===== config.mk =====
export PLATFORM = sky130hd
export DESIGN_NAME = alu_share_arbiter_flat
export DESIGN_NICKNAME = d
export VERILOG_FILES = /design/src/rtl/alu_share_arbiter_if.sv /design/src/rtl/alu_share_arbiter.sv /design/src/flat_wrapper.sv
export SDC_FILE = /design/constraint.sdc
export NUM_CORES = 1
export LEC_CHECK = 0
export BUFFER_PORTS_ARGS = -buffer_cell sky130_fd_sc_hd__buf_2
export CAP_MARGIN = 20
export CORE_AREA = 2 2 124 126
export CTS_CLUSTER_SIZE = 24
export DETAILED_ROUTE_END_ITERATION = 10
export DIE_AREA = 0 0 126 128
export SLEW_MARGIN = 15
export SYNTH_ARGS = -nofsm -noshare
export SYNTH_HDL_FRONTEND = slang
export SYNTH_SLANG_ARGS = --single-unit

===== constraint.sdc =====
create_clock -name clk -period 2.95 [get_ports clk]
set_input_delay 0.1475 -clock clk [delete_from_list [all_inputs] [get_ports clk]]
set_output_delay 0.1475 -clock clk [all_outputs]
set_load 0.01 [all_outputs]

===== src/rtl/alu_share_arbiter_if.sv =====
// Per-requester handshake bundle for alu_share_arbiter: request channel in, response channel out.
// master = requester side, slave = arbiter side.
interface alu_share_arbiter_if #(
  parameter int DW = 32,
  parameter int CW = 4
);
  logic          req_valid;
  logic          req_ready;
  logic [DW-1:0] req_a;
  logic [DW-1:0] req_b;
  logic [CW-1:0] req_ctl;
  logic          rsp_valid;
  logic          rsp_ready;
  logic [DW-1:0] rsp_data;
  logic          rsp_zero;
  logic          rsp_ovf;

  modport master (
    output req_valid, req_a, req_b, req_ctl, rsp_ready,
    input  req_ready, rsp_valid, rsp_data, rsp_zero, rsp_ovf
  );

  modport slave (
    input  req_valid, req_a, req_b, req_ctl, rsp_ready,
    output req_ready, rsp_valid, rsp_data, rsp_zero, rsp_ovf
  );
endinterface


===== src/rtl/alu_share_arbiter.sv =====
// Shares one combinational ALU between two requesters; one grant per cycle,
// result captured into a one-entry response buffer per port.
module alu_share_arbiter #(
  parameter int DW    = 32,
  parameter int CW    = 4,
  parameter int RR_EN = 1
) (
  input  logic              clk,
  input  logic              rst,
  alu_share_arbiter_if.slave p0,
  alu_share_arbiter_if.slave p1,
  output logic [DW-1:0]     alu_da,
  output logic [DW-1:0]     alu_db,
  output logic [CW-1:0]     alu_ctl,
  input  logic [DW-1:0]     alu_dc,
  input  logic              alu_zero,
  input  logic              alu_ovf,
  output logic              busy
);

  typedef enum logic {PORT0 = 1'b0, PORT1 = 1'b1} port_e;

  port_e         last_grant;
  logic [1:0]    req_valid;
  logic [1:0]    rsp_ready;
  logic [1:0]    eligible;
  logic [1:0]    grant;
  logic [DW-1:0] req_a   [2];
  logic [DW-1:0] req_b   [2];
  logic [CW-1:0] req_ctl [2];

  logic [1:0]    rsp_valid_q;
  logic [1:0]    rsp_zero_q;
  logic [1:0]    rsp_ovf_q;
  logic [DW-1:0] rsp_data_q [2];

  assign req_valid  = {p1.req_valid, p0.req_valid};
  assign rsp_ready  = {p1.rsp_ready, p0.rsp_ready};
  assign req_a[0]   = p0.req_a;
  assign req_a[1]   = p1.req_a;
  assign req_b[0]   = p0.req_b;
  assign req_b[1]   = p1.req_b;
  assign req_ctl[0] = p0.req_ctl;
  assign req_ctl[1] = p1.req_ctl;

  // A full buffer still accepts when it is being popped in the same cycle.
  assign eligible = req_valid & (~rsp_valid_q | rsp_ready);

  always_comb begin
    grant = '0;
    if (!rst) begin
      case (eligible)
        2'b01:   grant = 2'b01;
        2'b10:   grant = 2'b10;
        2'b11:   grant = ((RR_EN != 0) && (last_grant == PORT0)) ? 2'b10 : 2'b01;
        default: grant = '0;
      endcase
    end
  end

  always_comb begin
    alu_da  = '0;
    alu_db  = '0;
    alu_ctl = '0;
    for (int unsigned i = 0; i < 2; i++) begin
      if (grant[i]) begin
        alu_da  = req_a[i];
        alu_db  = req_b[i];
        alu_ctl = req_ctl[i];
      end
    end
  end

  always_ff @(posedge clk) begin
    if (rst) begin
      rsp_valid_q <= '0;
      rsp_zero_q  <= '0;
      rsp_ovf_q   <= '0;
      for (int unsigned i = 0; i < 2; i++) rsp_data_q[i] <= '0;
      last_grant  <= PORT1;
    end else begin
      for (int unsigned i = 0; i < 2; i++) begin
        // Grant wins over pop so a same-cycle pop+grant refills the buffer.
        if (grant[i]) begin
          rsp_valid_q[i] <= 1'b1;
          rsp_data_q[i]  <= alu_dc;
          rsp_zero_q[i]  <= alu_zero;
          rsp_ovf_q[i]   <= alu_ovf;
        end else if (rsp_ready[i]) begin
          rsp_valid_q[i] <= 1'b0;
        end
      end
      if (grant[1])      last_grant <= PORT1;
      else if (grant[0]) last_grant <= PORT0;
    end
  end

  assign p0.req_ready = grant[0];
  assign p1.req_ready = grant[1];
  assign p0.rsp_valid = rsp_valid_q[0];
  assign p1.rsp_valid = rsp_valid_q[1];
  assign p0.rsp_data  = rsp_data_q[0];
  assign p1.rsp_data  = rsp_data_q[1];
  assign p0.rsp_zero  = rsp_zero_q[0];
  assign p1.rsp_zero  = rsp_zero_q[1];
  assign p0.rsp_ovf   = rsp_ovf_q[0];
  assign p1.rsp_ovf   = rsp_ovf_q[1];
  assign busy         = |rsp_valid_q;

endmodule


===== src/flat_wrapper.sv =====
// flat-port wrapper written by rule: the top's interface ports become plain ports
module alu_share_arbiter_flat 
#(
  parameter int DW    = 32,
  parameter int CW    = 4,
  parameter int RR_EN = 1
)
  (clk, rst, alu_da, alu_db, alu_ctl, alu_dc, alu_zero, alu_ovf, busy, p0_req_valid, p0_req_a, p0_req_b, p0_req_ctl, p0_rsp_ready, p0_req_ready, p0_rsp_valid, p0_rsp_data, p0_rsp_zero, p0_rsp_ovf, p1_req_valid, p1_req_a, p1_req_b, p1_req_ctl, p1_rsp_ready, p1_req_ready, p1_rsp_valid, p1_rsp_data, p1_rsp_zero, p1_rsp_ovf);
  alu_share_arbiter_if #(.DW(DW), .CW(CW)) p0_i ();
  alu_share_arbiter_if #(.DW(DW), .CW(CW)) p1_i ();
  input  logic clk;
  input  logic rst;
  output logic [DW-1:0] alu_da;
  output logic [DW-1:0] alu_db;
  output logic [CW-1:0] alu_ctl;
  input  logic [DW-1:0] alu_dc;
  input  logic alu_zero;
  input  logic alu_ovf;
  output logic busy;
  input wire logic [$bits(p0_i.req_valid)-1:0] p0_req_valid;
  input wire logic [$bits(p0_i.req_a)-1:0] p0_req_a;
  input wire logic [$bits(p0_i.req_b)-1:0] p0_req_b;
  input wire logic [$bits(p0_i.req_ctl)-1:0] p0_req_ctl;
  input wire logic [$bits(p0_i.rsp_ready)-1:0] p0_rsp_ready;
  output wire logic [$bits(p0_i.req_ready)-1:0] p0_req_ready;
  output wire logic [$bits(p0_i.rsp_valid)-1:0] p0_rsp_valid;
  output wire logic [$bits(p0_i.rsp_data)-1:0] p0_rsp_data;
  output wire logic [$bits(p0_i.rsp_zero)-1:0] p0_rsp_zero;
  output wire logic [$bits(p0_i.rsp_ovf)-1:0] p0_rsp_ovf;
  input wire logic [$bits(p1_i.req_valid)-1:0] p1_req_valid;
  input wire logic [$bits(p1_i.req_a)-1:0] p1_req_a;
  input wire logic [$bits(p1_i.req_b)-1:0] p1_req_b;
  input wire logic [$bits(p1_i.req_ctl)-1:0] p1_req_ctl;
  input wire logic [$bits(p1_i.rsp_ready)-1:0] p1_rsp_ready;
  output wire logic [$bits(p1_i.req_ready)-1:0] p1_req_ready;
  output wire logic [$bits(p1_i.rsp_valid)-1:0] p1_rsp_valid;
  output wire logic [$bits(p1_i.rsp_data)-1:0] p1_rsp_data;
  output wire logic [$bits(p1_i.rsp_zero)-1:0] p1_rsp_zero;
  output wire logic [$bits(p1_i.rsp_ovf)-1:0] p1_rsp_ovf;
  assign p0_i.req_valid = p0_req_valid;
  assign p0_i.req_a = p0_req_a;
  assign p0_i.req_b = p0_req_b;
  assign p0_i.req_ctl = p0_req_ctl;
  assign p0_i.rsp_ready = p0_rsp_ready;
  assign p0_req_ready = p0_i.req_ready;
  assign p0_rsp_valid = p0_i.rsp_valid;
  assign p0_rsp_data = p0_i.rsp_data;
  assign p0_rsp_zero = p0_i.rsp_zero;
  assign p0_rsp_ovf = p0_i.rsp_ovf;
  assign p1_i.req_valid = p1_req_valid;
  assign p1_i.req_a = p1_req_a;
  assign p1_i.req_b = p1_req_b;
  assign p1_i.req_ctl = p1_req_ctl;
  assign p1_i.rsp_ready = p1_rsp_ready;
  assign p1_req_ready = p1_i.req_ready;
  assign p1_rsp_valid = p1_i.rsp_valid;
  assign p1_rsp_data = p1_i.rsp_data;
  assign p1_rsp_zero = p1_i.rsp_zero;
  assign p1_rsp_ovf = p1_i.rsp_ovf;
  alu_share_arbiter #(.DW(DW), .CW(CW), .RR_EN(RR_EN)) u_core (.clk(clk), .rst(rst), .p0(p0_i), .p1(p1_i), .alu_da(alu_da), .alu_db(alu_db), .alu_ctl(alu_ctl), .alu_dc(alu_dc), .alu_zero(alu_zero), .alu_ovf(alu_ovf), .busy(busy));
endmodule

## After elaboration in Yosys (flattened, before gate mapping)

Memory sizes are Yosys's and may differ from the RTL's.
Cells that the tools add are included.

| storage, ports and cells | value |
|---|---|
| logic and storage cells | 43 |
| bits in writable memories | 64 |
| memories | 1 |
| bits in registers | 7 |
| bits of input ports | 176 |

Memory list:

| memory | depth | width | rd ports | clocked after Yosys merged registers in | write ports | line | source |
|---|---|---|---|---|---|---|---|
| u_core.rsp_data_q | 2 | 32 | 2 | 0 | 2 | alu_share_arbiter.sv:35 | `logic [DW-1:0] rsp_data_q [2];` |

| cells by class | value |
|---|---|
| multiplexer cells | 23 |
| eq/ne operators | 3 |
| bitwise operators | 5 |
| reduce and logical (&&, ||, !) cells | 4 |

Operator list:

| operator | number |
|---|---|
| 32-bit two-way mux | 6 |
| 1-bit two-way mux | 12 |
| 4-bit two-way mux | 2 |
| 2-bit case mux with 3 select lines | 1 |
| 2-bit == test (second input constant) | 2 |
| 2-bit two-way mux | 2 |
| 2-bit nonzero test | 2 |
| 2-bit OR reduction | 2 |
| 2-bit AND | 1 |
| 2-bit by 1-bit == test with 1-bit output (second input constant) | 1 |
| 2-bit NOT | 1 |
| 1-bit OR | 2 |
| 2-bit OR | 1 |

## Logic depth before layout (Yosys ltp)

| depth | value |
|---|---|
| depth after elaboration | 10 |
| depth in mapped cells | 5 |
| depth with buffers taken out | 3 |

## Worst setup path after synthesis

No wires, ideal clock.

| timing | value |
|---|---|
| kind | register -> register |
| from | register u_core.rsp_valid_q[0] |
| to | memory u_core.rsp_data_q[1][0], in the netlist u_core.rsp_data_q[0][32] (enable) |
| setup slack | 787 ps |
| stages on the path, launching flop included | 5 |
| clock period less this slack | 2,163 ps |
| data arrival time | 1,769 ps |
| path through | dfxtp_1 nand2b_4 a311o_1 buf_6 nand2b_1 |

RTL lines:

| item | line | source |
|---|---|---|
| start, declared | alu_share_arbiter.sv:32 | `logic [1:0] rsp_valid_q;` |
| start signal, assigned | alu_share_arbiter.sv:76 | `rsp_valid_q <= '0;` |
| start signal, assigned by index | alu_share_arbiter.sv:85 | `rsp_valid_q[i] <= 1'b1;` |
| start signal, assigned by index | alu_share_arbiter.sv:90 | `rsp_valid_q[i] <= 1'b0;` |
| end, declared | alu_share_arbiter.sv:35 |  |

## Worst setup path after layout

| timing | value |
|---|---|
| from | register u_core.last_grant |
| to | output port alu_db[31] |

| between the ends | value |
|---|---|
| longest elaborated chain between the ends | 5 |

RTL lines:

| item | line | source |
|---|---|---|
| start, declared | alu_share_arbiter.sv:23 | `port_e last_grant;` |
| start signal, assigned | alu_share_arbiter.sv:80 | `last_grant <= PORT1;` |
| start signal, assigned | alu_share_arbiter.sv:93 | `if (grant[1]) last_grant <= PORT1;` |
| start signal, assigned | alu_share_arbiter.sv:94 | `else if (grant[0]) last_grant <= PORT0;` |
| 2-bit two-way mux (*) | alu_share_arbiter.sv:55 | `2'b11: grant = ((RR_EN != 0) && (last_grant == PORT0)) ? 2'b10 : 2'b01;` |
| 2-bit case mux with 3 select lines (*) | alu_share_arbiter.sv:52 | `case (eligible)` |
| 2-bit two-way mux (*) | alu_share_arbiter.sv:51 | `if (!rst) begin` |
| 32-bit two-way mux | alu_share_arbiter.sv:66 | `if (grant[i]) begin` |
| 32-bit two-way mux (*) | alu_share_arbiter.sv:66 |  |
| end, declared | flat_wrapper.sv:14 | `output logic [DW-1:0] alu_db;` |

Every way passes the cells marked *; elsewhere a longest branch is shown, timed or not.

==> impl_metrics.toml <==
[status]
status = "complete, no violations"

[placement]
routabilityCongestion = 0.8174
hpwl_um = 11130
io_buffers = 316

[synth]
synth_cell_type_count = 25
yosysMostFrequentCell = "nand2b_1"
synth_top_cell_area_share_pct = 42.63
async_flop_share_pct = 0
yosys_warnings = 0
syn_avg_cell_area_sq_um = 12.02
synth_area_leaders = "edfxtp_1, o32ai_2, nand2b_1"
synth_fp_nets = 551
synth_flop_cell = "edfxtp_1"
synth_area_leader_cell = "edfxtp_1"
netlist_area_sq_um = 4508
netlist_instances = 375
synth-edff-count = 64
ys_seq_area_share_pct = 45.74
ys_ff_latch = 71
synthTopCellsByCount = "nand2b_1, inv_1, o32ai_2"

[clock_tree]
clkLatencyLatePin_ps = 320
cts_setup_buffers = 0
cts_hold_buf = 0
cts-root-buf = "clkbuf_16"
cts_resized = 0
clkSlewWorstSetupHoldPaths_ps = 50
clock_path_buffers = 2
cts_max_level = 3
cts_buffers = 9
cts_tree = "built"
cts.sinks = 71

[critical_path]
cp_max_fo = 59
rr_startpoint = "u_core.rsp_valid_q[0]"
critical_path_required_ps = 2800
crit_start = "u_core.last_grant"
worstPathArrival_ps = 2130
worst-setup-path-type = "reg -> out"
crit_chain = "nand2b_1, o211ai_4, buf_12, o32ai_1, buf_2"
endpoint_kind = "primary output"
reg2reg_slack_ps = 870
worstSetupStartpointType = "flip-flop"
crit_slowest_cell = "o211ai_4"
cpPeakStageDelay_ps = 490

[global_route]
grt_max_degree = 106
grt_overflow = 0
grt_pass1_vias = 3981
grt_use_total_pct = 16.47
grt_first_pass_wirelength_um = 21180
antenna_found_initial = 0

[timing]
rsz0062_at_grt = "false"
worst_slew_pin_slew_ps = 801.5
hold_violations = 0
drv_slew = 0
setup_viol = 0
fmax_mhz = 438.9
fin_crit_ps = 2278
slew_headroom_pct = 46.56
setup_tns_ps = 0
fin_skew_ps = 5.055
finalCritPeriodShare_pct = 77.23

[layout]
nets = 849
multi_input_comb_area_sq_um = 1983
fillerInstances = 1461
area.sequential_sq_um = 2062
antennaDiodeCount = 0
final_layout_size_suffix_gt1_share_pct = 60.77
area_growth_syn_to_layout_pct = 45.32

[floorplanning]
core_area_sq_um = 14860
row_count = 45
io_pins = 317
fp.dieW_um = 126
die_h_um = 128
dieArea_sq_um = 16130
start_util_pct = 30.33

[drt]
drtPass1Iterations = 4
drt_iter0_drc = 136
ant_nets = 0
vias = 4036
detail_route.wl_per_cell_um = 16.31
drc = 0
via_per_inst = 4.661
totalWireLength_um = 14120

[worst_hold_path]
hp-start = "alu_ovf"
hp-class = "in -> reg"

[power]
peakVddDrop_mv = 0.2613
p_leak_nw = 3.184
finalPower_mw = 3.188
power.density_nw_per_um2 = 486.7

[job]
cap_violations = 0
-- cell type report --
type / instances / area share, %
clock buffers: 9 / 3.438
clock inverters: 7 / 1.814
multi-input cells: 197 / 30.27
repair buffers: 325 / 25.46
well taps: 188 / 3.591
inverters: 69 / 3.953
flip-flops and latches: 71 / 31.47
-- routing by layer --
metal  up-vias  GRT usage (%)  part of all wire (%)
met2       200          28.30                    50
met1      1883          20.14                    40
met3        11          5.050                   8.9
li1       1942              -                     -
met4         0          4.396                   1.1
met5         -              0                     0
-- worst max-delay path: cells and delay by family (launching register included) --
kind                   cells  cell delay (ps)
AOI/OAI and AO/OA          2              650
DFF                        1              320
and+or+nand+nor            1              210
buffers and inverters      2              560
-- per-stage QoR --
| step | hold slack [ps] | cells | util, % | cell area (sq um) | setup slack, ps |
|---|---|---|---|---|---|
| final | 119.7 | 866 | 44.07 | 6551 | 671.7 |
| after global routing | 128.9 | 866 | 44.07 | 6551 | 561.0 |
| after CTS | 109.3 | 866 | 44.07 | 6551 | 631.0 |
| after detailed placement | 443.3 | 850 | 41.76 | 6207 | 860.2 |
| after global placement | 442.9 | 850 | 41.76 | 6207 | 883.2 |
| after floorplan | 309.1 | 375 | - | 4508 | 787.2 |
-- placed cells by master, fill, tap and decap left out, drive strengths merged --
master	instances
buf	325
clkinv	2
or2	1
nor3	1
a311o	1
clkinvlp	1
mux2i	4
nand2	1
o21ai	1
a211o	1
nor2b	1
a22oi	1
o211ai	1
nor2	2
inv	70
dfxtp	7
o211a	1
nand2b	79
nor3b	32
a21oi	2
bufinv	3
clkbuf	9
o32ai	68
edfxtp	64
-- sequential cells by signal (all words and copies together), names as in the netlist --
name / count
u_core.rsp_ovf_q: 2
u_core.rsp_zero_q: 2
u_core.rsp_valid_q: 2
u_core.last_grant: 1
u_core.rsp_data_q: 64
-- power by group --
group | total [mW] | internal (mW) | switching (mW)
combinational | 0.748 | 0.332 | 0.416
clock | 1.21 | 0.826 | 0.386
sequential | 1.23 | 1.20 | 0.0279
-- cell families after synthesis --
group | Yosys count | synth area share (%)
AND/OR/NAND/NOR | 117 | 17.15
buffers and inverters | 107 | 10.60
AO/OA/AOI/OAI | 76 | 25.62
flip-flops | 71 | 45.74
multiplexers | 4 | 0.8882
-- worst paths after layout --
check / cells past startpoint / end
setup / recovery: 5 / alu_db[31]
hold / removal: 3 / u_core.rsp_ovf_q[1]
hold reg to reg: 2 / u_core.rsp_zero_q[1]
setup reg to reg: 5 / u_core.rsp_data_q[0][41]
Note: power is estimated with default switching activity, not from simulation.
